### config.mk
export PLATFORM = sky130hd
export DESIGN_NAME = pxie_c2h_req_sched
export DESIGN_NICKNAME = d
export VERILOG_FILES = /design/src/rtl/pxie_c2h_req_sched.sv
export SDC_FILE = /design/constraint.sdc
export NUM_CORES = 1
export LEC_CHECK = 0
export ABC_AREA = 1
export ABC_CLOCK_PERIOD_IN_PS = 6300
export BUFFER_PORTS_ARGS = -buffer_cell sky130_fd_sc_hd__buf_2
export CAP_MARGIN = 20
export CORE_ASPECT_RATIO = 1.1
export CORE_UTILIZATION = 50
export CTS_CLUSTER_SIZE = 16
export DETAILED_ROUTE_END_ITERATION = 7
export PLACE_DENSITY_LB_ADDON = 0.15
export SYNTH_ARGS = -nofsm -noshare
export SYNTH_HDL_FRONTEND = slang
export SYNTH_SLANG_ARGS = --single-unit
### constraint.sdc
create_clock -name c2h_clk -period 6.3 [get_ports c2h_clk]
set_input_delay 0.315 -clock c2h_clk [delete_from_list [all_inputs] [get_ports c2h_clk]]
set_output_delay 0.315 -clock c2h_clk [all_outputs]
set_load 0.02 [all_outputs]
### src/rtl/pxie_c2h_req_sched.sv
// pxie_c2h_req_sched: queued C2H read-request scheduler with completion tracking and guard gap.
// Optional feature: define C2H_SCHED_TIMEOUT_EN to enable the WAIT-state timeout (err_timeout).
module pxie_c2h_req_sched #(
    parameter int FIFO_DEPTH  = 4,
    parameter int GAP_CYCLES  = 16,
    parameter int TIMEOUT_CYC = 65535
) (
    input  logic        c2h_clk,
    input  logic        rstn,
    input  logic        req_valid,
    output logic        req_ready,
    input  logic [15:0] req_addr,
    input  logic [15:0] req_len,
    output logic [15:0] c2h_addr,
    output logic [15:0] c2h_len,
    output logic        c2h_en,
    input  logic        c2h_tvalid,
    input  logic        c2h_tready,
    input  logic        c2h_tlast,
    output logic        busy,
    output logic        done_pulse,
    output logic [15:0] done_cnt,
    output logic        err_req,
    output logic        err_beat,
    output logic        err_timeout
);
    localparam int PW = (FIFO_DEPTH > 1) ? $clog2(FIFO_DEPTH) : 1;
    localparam int GW = (GAP_CYCLES > 1) ? $clog2(GAP_CYCLES) : 1;

    if (FIFO_DEPTH < 2 || (FIFO_DEPTH & (FIFO_DEPTH - 1)) != 0 || GAP_CYCLES < 1
        || TIMEOUT_CYC < 1 || TIMEOUT_CYC > 65536) begin : g_param_chk
        $error("pxie_c2h_req_sched: illegal parameter combination");
    end

    typedef enum logic [1:0] {S_IDLE, S_ISSUE, S_WAIT, S_GAP} state_t;

    state_t        r_state;
    logic [31:0]   r_mem [FIFO_DEPTH];
    logic [PW:0]   r_wr_ptr;
    logic [PW:0]   r_rd_ptr;
    logic          r_stg_vld;
    logic [31:0]   r_stg_req;
    logic          r_launch;
    logic [31:0]   r_head;
    logic [15:0]   r_beat_cnt;
    logic [GW-1:0] r_gap_cnt;
`ifdef C2H_SCHED_TIMEOUT_EN
    logic [15:0]   r_wait_cnt;
`endif

    logic [PW:0]   w_fifo_cnt;
    logic [PW+1:0] w_occ;
    logic          w_full;
    logic          w_empty;
    logic          w_push;
    logic          w_bad;
    logic          w_pop;
    logic          w_beat;
    logic [16:0]   w_end;
    logic [16:0]   w_beat_inc;

    // The validation stage counts toward occupancy so an accepted request always finds a slot.
    assign w_fifo_cnt = r_wr_ptr - r_rd_ptr;
    assign w_occ      = {1'b0, w_fifo_cnt} + {{(PW + 1){1'b0}}, r_stg_vld};
    assign w_full     = (w_occ >= (PW + 2)'(FIFO_DEPTH));
    assign w_empty    = (r_wr_ptr == r_rd_ptr);
    assign req_ready  = !w_full;

    assign w_push     = req_valid && req_ready;
    assign w_end      = {1'b0, req_addr} + {1'b0, req_len};
    assign w_bad      = (req_len == 16'd0) || req_len[0] || (w_end > 17'h10000);
    assign w_pop      = (r_state == S_IDLE) && !r_launch && !w_empty;
    assign w_beat     = c2h_tvalid && c2h_tready;
    assign w_beat_inc = {1'b0, r_beat_cnt} + 17'd1;
    assign busy       = (r_state != S_IDLE) || !w_empty || r_stg_vld || r_launch;

    // NOTE: the storage array has no reset; the pointers alone decide which entries are live.
    always_ff @(posedge c2h_clk) begin
        if (r_stg_vld) begin
            r_mem[r_wr_ptr[PW-1:0]] <= r_stg_req;
        end
    end

    // NOTE: non-blocking assignments keep every register update independent of statement order.
    always_ff @(posedge c2h_clk or negedge rstn) begin
        if (!rstn) begin
            r_wr_ptr  <= '0;
            r_rd_ptr  <= '0;
            r_stg_vld <= 1'b0;
            r_stg_req <= '0;
        end else begin
            r_stg_vld <= w_push && !w_bad;
            if (w_push) begin
                r_stg_req <= {req_addr, req_len};
            end
            if (r_stg_vld) begin
                r_wr_ptr <= r_wr_ptr + 1'b1;
            end
            if (w_pop) begin
                r_rd_ptr <= r_rd_ptr + 1'b1;
            end
        end
    end

    always_ff @(posedge c2h_clk or negedge rstn) begin
        if (!rstn) begin
            r_state     <= S_IDLE;
            r_launch    <= 1'b0;
            r_head      <= '0;
            r_beat_cnt  <= '0;
            r_gap_cnt   <= '0;
            c2h_addr    <= '0;
            c2h_len     <= '0;
            c2h_en      <= 1'b0;
            done_pulse  <= 1'b0;
            done_cnt    <= '0;
            err_req     <= 1'b0;
            err_beat    <= 1'b0;
            err_timeout <= 1'b0;
`ifdef C2H_SCHED_TIMEOUT_EN
            r_wait_cnt  <= '0;
`endif
        end else begin
            c2h_en      <= 1'b0;
            done_pulse  <= 1'b0;
            err_beat    <= 1'b0;
            err_timeout <= 1'b0;
            err_req     <= w_push && w_bad;

            case (r_state)
                S_IDLE: begin
                    // Head is popped one cycle, then presented to the TX stage the next.
                    if (r_launch) begin
                        c2h_addr <= r_head[31:16];
                        c2h_len  <= r_head[15:0];
                        c2h_en   <= 1'b1;
                        r_launch <= 1'b0;
                        r_state  <= S_ISSUE;
                    end else if (w_pop) begin
                        r_head   <= r_mem[r_rd_ptr[PW-1:0]];
                        r_launch <= 1'b1;
                    end
                end
                S_ISSUE: begin
                    r_beat_cnt <= '0;
`ifdef C2H_SCHED_TIMEOUT_EN
                    r_wait_cnt <= '0;
`endif
                    r_state    <= S_WAIT;
                end
                S_WAIT: begin
                    if (w_beat) begin
                        if (r_beat_cnt != 16'hFFFF) begin
                            r_beat_cnt <= r_beat_cnt + 1'b1;
                        end
`ifdef C2H_SCHED_TIMEOUT_EN
                        r_wait_cnt <= '0;
`endif
                        if (c2h_tlast) begin
                            done_pulse <= 1'b1;
                            done_cnt   <= done_cnt + 1'b1;
                            err_beat   <= (w_beat_inc != {2'b00, c2h_len[15:1]});
                            r_gap_cnt  <= '0;
                            r_state    <= S_GAP;
                        end
                    end
`ifdef C2H_SCHED_TIMEOUT_EN
                    else if (r_wait_cnt == 16'(TIMEOUT_CYC - 1)) begin
                        err_timeout <= 1'b1;
                        r_gap_cnt   <= '0;
                        r_state     <= S_GAP;
                    end else begin
                        r_wait_cnt <= r_wait_cnt + 1'b1;
                    end
`endif
                end
                S_GAP: begin
                    if (r_gap_cnt == GW'(GAP_CYCLES - 1)) begin
                        r_state <= S_IDLE;
                    end else begin
                        r_gap_cnt <= r_gap_cnt + 1'b1;
                    end
                end
                default: r_state <= S_IDLE;
            endcase
        end
    end

endmodule

==> results.toml, run 1 <==
[job]
cap_violations = 0

[route]
wl_per_cell_um = 15.32
drtPass1Iterations = 5
initialDrtViolationCount = 412
vias = 8202
viasPerCell = 5.152
drc = 0
ant_nets = 0
wl_mm = 24.39

[yosys]
yosysSeqAreaShare_pct = 61.67
ys_warn_count = 0
netlist_instances = 1174
syn_area_um2 = 12160
syn-mean-instance-area_um2 = 10.35
synthDistinctLibCells = 42
synth.net_count = 1245
synth_seq_cells = 274

[timing]
rsz0062_at_grt = "false"
timing.slew.headroom_pct = 37.18
setup_tns_ps = 0
max_freq_ghz = 0.3200
period_minus_slack_ps = 3125
period_share_pct = 49.60
hold_slack_ps = 37.16
hold_viol = 0
drv_slew = 0
setup_ws_ps = 3175
clock_skew_ps = 13.79
tightest_slew_ps = 939.0
setup-violations-final = 0

[grt]
grt_pass1_wl_mm = 39.42
use_met3_pct = 2.527
antenna_found_initial = 0
grt_use_total_pct = 20.19
grt_util_met2_pct = 32.66
use_met1_pct = 28.67
grt_pass1_vias = 7814
grt_max_degree = 82
top_usage_layer = "met2"
grt_overflow = 0

[worst_setup_path]
r2r_cells = 9
crit_fanout = 68
arrival_ps = 3540
startpoint_type = "register"
end_kind = "register"
worstSetupPathType = "reg2reg"
cp.required_ps = 6720

[clock_network]
root_buffer = "clkbuf_16"
numCtsBuffers = 28
tritoncts = "built"
clock-sinks = 274
cts_buffer_depth = 3
htreeDepth = 1
insertion_delay_ps = 530
cts.clk_slew.worst_paths_ps = 60
ctsResizeCount = 0

[floorplan]
die_h_um = 165.5
die_x_um = 150.7
ios = 93
core_um2 = 23770
rows = 59
start_util_pct = 51.14
die_area_um2 = 24940

[place]
dp_cells = 1537
io_buffer_count = 91
place_ws_ps = 2868
hpwl_mm = 16.49
placed_cell_area_um2 = 12880
place.gp.congestion = 0.8905

[power]
p_leak_nw = 6.069
p_total_mw = 6.239
power.density_nw_per_um2 = 451.1
ir_drop_v = 0.0001752

[worst_hold_path]
hp-class = "in2reg"
worstHoldPathCells = 2

[cells_and_area]
final_net_count = 1336
instances_no_fill = 1592
drive_gt1_share_pct = 14.92
syn2layout_area_growth_pct = 13.78
fin_area_um2 = 13830
fillers = 1996
fin_util_pct = 58.19
diodes = 0

[outcome]
outcome = "finished, final reports clean"
-- final timing paths --
kind,slack (ps),start,end
min in group asynchronous,380,rstn,c2h_addr[6]$_DFFE_PN0P_
max in group asynchronous,4550,rstn,r_wr_ptr[0]$_DFFE_PN0P_
worst max register to register,3180,r_rd_ptr[0]$_DFFE_PN0P_,r_stg_req[24]$_DFFE_PN0P_
worst min register to register,470,done_cnt[15]$_DFFE_PN0P_,done_cnt[15]$_DFFE_PN0P_
worst max-delay path,3180,r_rd_ptr[0]$_DFFE_PN0P_,r_stg_req[24]$_DFFE_PN0P_
worst min-delay path,40,req_addr[9],r_stg_req[25]$_DFFE_PN0P_
-- cell usage in the layout, fill, tap and decap left out, types with 7 or more instances in the layout --
master,count
a21oi_1,18
buf_2,90
buf_4,8
clkbuf_16,31
clkinv_1,9
dfrtp_1,145
edfxtp_1,128
ha_1,31
inv_1,121
mux2_2,18
mux2_4,10
nand2_1,226
nand3_1,38
nand4_1,13
nor2_1,115
nor3_1,7
o21ai_0,142
o22ai_1,43
xnor2_1,14
xor2_1,20
-- critical path, cell delays in order, from the launching register on --
cell and delay (ps):
dfrtp_2 340, buf_4 510, ha_1 260, inv_1 50
fa_1 370, xor2_1 160, inv_1 60, a21oi_2 200
nand2_2 530, mux2_4 490
-- synthesized netlist by cell type, drive strengths merged --
| master | instances | share of area [%] |
|---|---|---|
| nand2 | 230 | 7.2 |
| dfrtp | 146 | 30 |
| o21ai | 143 | 5.9 |
| edfxtp | 128 | 32 |
| inv | 124 | 3.8 |
| nor2 | 120 | 3.8 |
| o22ai | 45 | 2.4 |
| nand3 | 40 | 1.7 |
| clkbuf | 31 | 0.96 |
| ha | 31 | 3.2 |
| mux2 | 28 | 2.9 |
| xor2 | 20 | 1.4 |
| a21oi | 19 | 0.81 |
| xnor2 | 14 | 1.0 |
| nand4 | 13 | 0.67 |
| buf | 10 | 0.59 |
| nor3 | 7 | 0.29 |
| nand3b | 5 | 0.31 |
| or2 | 4 | 0.21 |
| nor4 | 3 | 0.15 |
| a31oi | 2 | 0.10 |
| clkinv | 2 | 0.072 |
| fa | 2 | 0.33 |
| o21bai | 2 | 0.12 |
| a21boi | 1 | 0.062 |
| and2 | 1 | 0.051 |
| conb | 1 | 0.031 |
| o211ai | 1 | 0.062 |
| o32ai | 1 | 0.072 |
-- final cells by class --
class | instances | area [um^2] | share of cell area (%)
multi-input cells | 733 | 4008 | 28.97
inverters | 126 | 474.2 | 3.428
well taps | 305 | 381.6 | 2.759
flip-flops and latches | 274 | 7498 | 54.21
repair buffers | 102 | 579.3 | 4.188
clock inverters | 17 | 100.1 | 0.7237
clock buffers | 35 | 790.8 | 5.717
-- what timing repair did --
item                                   in CTS  in global routing
buffers inserted                            0                  0
hold buffers                                1                  0
endpoints found under the hold margin      80                  0
-- per-layer routing --
layer,part of all wire [%],routed length (um)
met1,48,11600
met2,46,11220
met5,0,0
met4,2.2,544
met3,4.2,1023
-- sequential cells by signal (all words and copies together), names as in the netlist --
name / flops
r_rd_ptr: 3
r_launch: 1
r_stg_req: 32
r_state: 2
r_gap_cnt: 4
r_wr_ptr: 3
r_head: 32
r_stg_vld: 1
done_pulse: 1
r_mem: 128
c2h_addr: 16
c2h_en: 1
err_req: 1
err_beat: 1
c2h_len: 16
done_cnt: 16
r_beat_cnt: 16
-- where the power goes --
| group | internal, mW | switching [mW] |
|---|---|---|
| clock network | 0.893 | 0.672 |
| logic | 0.726 | 1.18 |
| registers | 2.44 | 0.327 |
-- cell families after synthesis --
family / count (synthesis) / synth area share (%)
AND/OR/NAND/NOR: 423 / 14.44
flip-flops: 274 / 61.67
AO/OA/AOI/OAI: 214 / 9.541
buffers and inverters: 167 / 5.445
XOR/XNOR: 34 / 2.450
adder cells (fa/ha/maj): 33 / 3.520
multiplexers: 28 / 2.902
other: 1 / 0.03085
(Power assumes the default switching activity.)
==> inputs of run 2 (changes only) <==
--- a/config.mk
+++ b/config.mk
@@ -6,7 +6,7 @@
 export NUM_CORES = 1
 export LEC_CHECK = 0
 export ABC_AREA = 1
-export ABC_CLOCK_PERIOD_IN_PS = 6300
+export ABC_CLOCK_PERIOD_IN_PS = 3100
 export BUFFER_PORTS_ARGS = -buffer_cell sky130_fd_sc_hd__buf_2
 export CAP_MARGIN = 20
 export CORE_ASPECT_RATIO = 1.1
==> constraint.sdc (replaced) <==
create_clock -name c2h_clk -period 3.1 [get_ports c2h_clk]
set_input_delay 0.155 -clock c2h_clk [delete_from_list [all_inputs] [get_ports c2h_clk]]
set_output_delay 0.155 -clock c2h_clk [all_outputs]
set_load 0.02 [all_outputs]
==> results.toml, run 2 (synthesized netlist as in run 1, its figures left out) <==
[cells_and_area]
largest_reg_flops = 128
syn2layout_area_growth_pct = 17.78
layout_commonest_cell = "nand2_1"
diodes = 0
layout_common_cells = "226 x nand2_1, 145 x dfrtp_1, 142 x o21ai_0"
final_net_count = 1375
instances_no_fill = 1632
fillers = 2008
drive_gt1_share_pct = 15.07

[route]
initialDrtViolationCount = 399
wl_per_cell_um = 15.34
vias = 8362
drc = 0
viasPerCell = 5.124
wl_mm = 25.03
drtPass1Iterations = 5
ant_nets = 0

[timing]
hold_slack_ps = 24.08
max_freq_ghz = 0.4148
setup-violations-final = 0
clock_skew_ps = 9.527
rsz0062_at_grt = "false"
timing.slew.headroom_pct = 50.77
period_share_pct = 77.76
setup_tns_ps = 0
setup_ws_ps = 689.4
hold_viol = 0
period_minus_slack_ps = 2411
drv_slew = 0
tightest_slew_ps = 738.5

[floorplan]
ios = 93
core_um2 = 23770
start_util_pct = 51.14
die_area_um2 = 24940
die_x_um = 150.7
die_h_um = 165.5
rows = 59

[place]
place.gp.congestion = 0.8733
dp_cells = 1544
place_ws_ps = 687.9
hpwl_mm = 16.76
io_buffer_count = 91

[job]
cap_violations = 0

[worst_setup_path]
worstSetupPathType = "reg2out"
worstReg2RegStart = "r_wr_ptr[0]$_DFFE_PN0P_"
arrival_ps = 2260
end_kind = "primary output"
cp.required_ps = 2940
cp-startpoint = "r_wr_ptr[0]$_DFFE_PN0P_"
crit_fanout = 4
startpoint_type = "register"

[grt]
grt_overflow = 0
grt_max_degree = 80
grt_use_total_pct = 20.63
grt_pass1_vias = 7931
antenna_found_initial = 0
grt_pass1_wl_mm = 40.22

[clock_network]
cts_buffer_depth = 3
clock-sinks = 274
ctsResizeCount = 0
root_buffer = "clkbuf_16"
cts.clk_slew.worst_paths_ps = 60
htreeDepth = 1
insertion_delay_ps = 540
numCtsBuffers = 29
tritoncts = "built"

[power]
power.density_nw_per_um2 = 920.3
ir_drop_v = 0.0004386
p_leak_nw = 6.306

[worst_hold_path]
hp-class = "in2reg"
min_from = "c2h_tvalid"

[outcome]
outcome = "finished, final reports clean"
run 2: power by group:
part	switching, mW	internal [mW]	leakage, nW	total (mW)
registers	0.672	4.96	3.01	5.63
clock network	1.38	2.23	0.482	3.61
logic	2.44	1.50	2.81	3.94
total	4.49	8.69	6.31	13.2
run 2: layout make-up:
type                            count  area [um^2]  area share, %
Sequential cell                   274         7498          52.37
Timing Repair Buffer              140        939.7          6.562
Multi-Input combinational cell    733         4008          27.99
Inverter                          126        474.2          3.312
Clock buffer                       32        747.0          5.217
Tap cell                          305        381.6          2.665
Clock inverter                     22        270.3          1.887
run 2: path summary, 6_finish.rpt:
path	to	slack [ps]	cells past startpoint
setup / recovery	req_ready	690	8
hold / removal	done_pulse$_DFF_PN0_	20	3
setup reg to reg	r_stg_req[17]$_DFFE_PN0P_	690	10
hold reg to reg	done_cnt[15]$_DFFE_PN0P_	470	1
max in group asynchronous	r_rd_ptr[0]$_DFFE_PN0P_	2060	3
min in group asynchronous	c2h_en$_DFF_PN0_	200	2
run 2: routing by layer:
layer  GRT usage (%)  wire length [um]
met1           29.07             11990
met2           34.31             11690
met3           2.692              1079
met4           4.273               270
met5               0                 0
run 2: worst max-delay path, stage by stage (launching register included):
cell and delay, ps:
dfrtp_1 420, inv_1 120, ha_1 160, inv_1 50
fa_1 380, xor2_1 170, inv_1 60, a21oi_2 130
buf_2 220
run 2: stage by stage:
step / util (%) / power (mW) / area (um^2)
after floorplan: - / 8.374 / 12160
after global placement: 54.53 / 9.530 / 12960
after detailed placement: 54.53 / 9.644 / 12960
after CTS: 60.24 / 13.30 / 14320
after global routing: 60.24 / 14.02 / 14320
final: 60.24 / 13.18 / 14320
run 2: timing repair:
| action | 4_1_cts | 5_1_grt |
|---|---|---|
| setup buffers | 0 | 0 |
| hold endpoints to repair | 112 | 0 |
| hold buffers | 34 | 0 |
==> inputs of run 3 (changes only) <==
--- a/config.mk
+++ b/config.mk
@@ -6,7 +6,7 @@
 export NUM_CORES = 1
 export LEC_CHECK = 0
 export ABC_AREA = 1
-export ABC_CLOCK_PERIOD_IN_PS = 3100
+export ABC_CLOCK_PERIOD_IN_PS = 2200
 export BUFFER_PORTS_ARGS = -buffer_cell sky130_fd_sc_hd__buf_2
 export CAP_MARGIN = 20
 export CORE_ASPECT_RATIO = 1.1
==> constraint.sdc (replaced) <==
create_clock -name c2h_clk -period 2.2 [get_ports c2h_clk]
set_input_delay 0.11 -clock c2h_clk [delete_from_list [all_inputs] [get_ports c2h_clk]]
set_output_delay 0.11 -clock c2h_clk [all_outputs]
set_load 0.02 [all_outputs]
==> results.toml, run 3 (synthesized netlist as in run 1, its figures left out) <==
[outcome]
outcome = "finished, final reports clean"

[worst_setup_path]
worstReg2RegStart = "r_wr_ptr[0]$_DFFE_PN0P_"
arrival_ps = 1990
cp.required_ps = 2090
crit_fanout = 2
startpoint_type = "register"
reg2reg_slack_ps = 160
r2r_cells = 10
worstSetupPathType = "reg2out"
end_kind = "primary output"
r2r-end = "r_stg_req[12]$_DFFE_PN0P_"

[route]
ant_nets = 0
viasPerCell = 5.143
wl_mm = 25.54
drtPass1Iterations = 5
wl_per_cell_um = 15.56
initialDrtViolationCount = 465
vias = 8440
drc = 0

[cells_and_area]
drive_gt1_share_pct = 16.02
final_net_count = 1386
diodes = 0
layout_common_cells = "226 x nand2_1, 145 x dfrtp_1, 142 x o21ai_0"
layout_commonest_cell = "nand2_1"
largest_reg_flops = 128
syn2layout_area_growth_pct = 18.63

[floorplan]
start_util_pct = 51.14
die_h_um = 165.5
die_x_um = 150.7
core_um2 = 23770
rows = 59
ios = 93
die_area_um2 = 24940

[timing]
period_share_pct = 95.54
setup_tns_ps = 0
tightest_slew_ps = 543.3
setup-violations-final = 0
clock_skew_ps = 11.96
drv_slew = 0
period_minus_slack_ps = 2102
hold_viol = 0
timing.slew.headroom_pct = 63.78
max_freq_ghz = 0.4758

[worst_hold_path]
worstHoldPathCells = 5
min_from = "c2h_tvalid"
hold_end = "r_beat_cnt[1]$_DFFE_PN0P_"
hp-class = "in2reg"

[clock_network]
root_buffer = "clkbuf_16"
cts_buffer_depth = 3
htreeDepth = 1
cts.clk_slew.worst_paths_ps = 60
insertion_delay_ps = 530
numCtsBuffers = 28
clock-sinks = 274
tritoncts = "built"

[place]
io_buffer_count = 91
hpwl_mm = 17.21
place.gp.congestion = 0.8890

[power]
p_leak_nw = 6.356
ir_drop_v = 0.0006311
power.density_nw_per_um2 = 1268
p_total_mw = 18.29

[grt]
grt_pass1_vias = 7914
grt_pass1_wl_mm = 40.88
grt_use_total_pct = 21.05
grt_overflow = 0
grt_max_degree = 66
antenna_found_initial = 0

[job]
cap_violations = 0
-- run 3: cell types whose count changed in the layout (fill, tap and decap cells not counted), moves of 3 or more --
cell | previous run | this run
clkbuf_1 | 2 | 8
clkinv_1 | 7 | 4
nor2_1 | 115 | 112
clkinvlp_4 | 4 | 0
nor2_2 | 3 | 6
bufinv_16 | 6 | 1
buf_12 | 2 | 11
-- run 3: what timing repair did --
item                       in CTS  in global routing
hold buffers                   35                  0
gates resized for setup         1                  7
setup buffers                   0                  4
gates cloned                    0                  0
hold endpoints to repair       94                  0
setup endpoints to repair       1                  8
-- run 3: through the flow --
| stage | instances | hold WS, ps | instance area (um^2) | setup slack, ps | utilization [%] |
|---|---|---|---|---|---|
| after floorplan | 1174 | -185.6 | 12180 | 45.07 | - |
| after global placement | 1551 | 117.9 | 13140 | 80.80 | 55.26 |
| after detailed placement | 1551 | 116.1 | 13140 | 50.37 | 55.26 |
| after CTS | 1637 | 28.17 | 14370 | 28.60 | 60.44 |
| after global routing | 1641 | 31.98 | 14420 | -3.904 | 60.67 |
| final | 1641 | 26.07 | 14420 | 98.14 | 60.67 |
-- run 3: worst max-delay path by stage --
stage                            startpoint                         to  slack [ps]  cells past startpoint
CTS                 r_wr_ptr[0]$_DFFE_PN0P_                  req_ready          30                      8
finish              r_wr_ptr[0]$_DFFE_PN0P_                  req_ready         100                      8
detailed placement   r_state[0]$_DFFE_PN0P_   done_cnt[15]$_DFFE_PN0P_          50                     10
floorplan           r_rd_ptr[1]$_DFFE_PN0P_  r_stg_req[22]$_DFFE_PN0P_          50                     10
global route                    req_addr[0]        r_stg_vld$_DFF_PN0_          -4                     17
global placement                req_addr[0]        r_stg_vld$_DFF_PN0_          80                     16
-- run 3: critical path: stages, from the launching register on --
cell	delay, ps
dfrtp_1	390
inv_2	60
ha_1	130
inv_1	50
fa_2	320
xor2_1	140
inv_1	80
a21oi_4	140
buf_6	150
-- run 3: power breakdown --
part / internal, mW / switching [mW]
Clock: 2.65 / 1.82
Combinational: 2.35 / 3.52
Sequential: 6.98 / 0.962
-- run 3: layout make-up --
class                           count  area, um^2
Sequential cell                   274        7498
Clock inverter                      9       66.31
Inverter                          126       474.2
Multi-Input combinational cell    733        4038
Tap cell                          305       381.6
Timing Repair Buffer              152        1151
Clock buffer                       42       812.0
Fill cell                        2025        9349
-- run 3: routing by layer --
metal / GRT usage (%) / routed length [um] / vias up
met5: 0 / 0 / -
met4: 6.000 / 471 / 0
met3: 2.747 / 1209 / 33
met2: 33.81 / 11760 / 205
met1: 30.07 / 12100 / 3966
li1: - / - / 4236
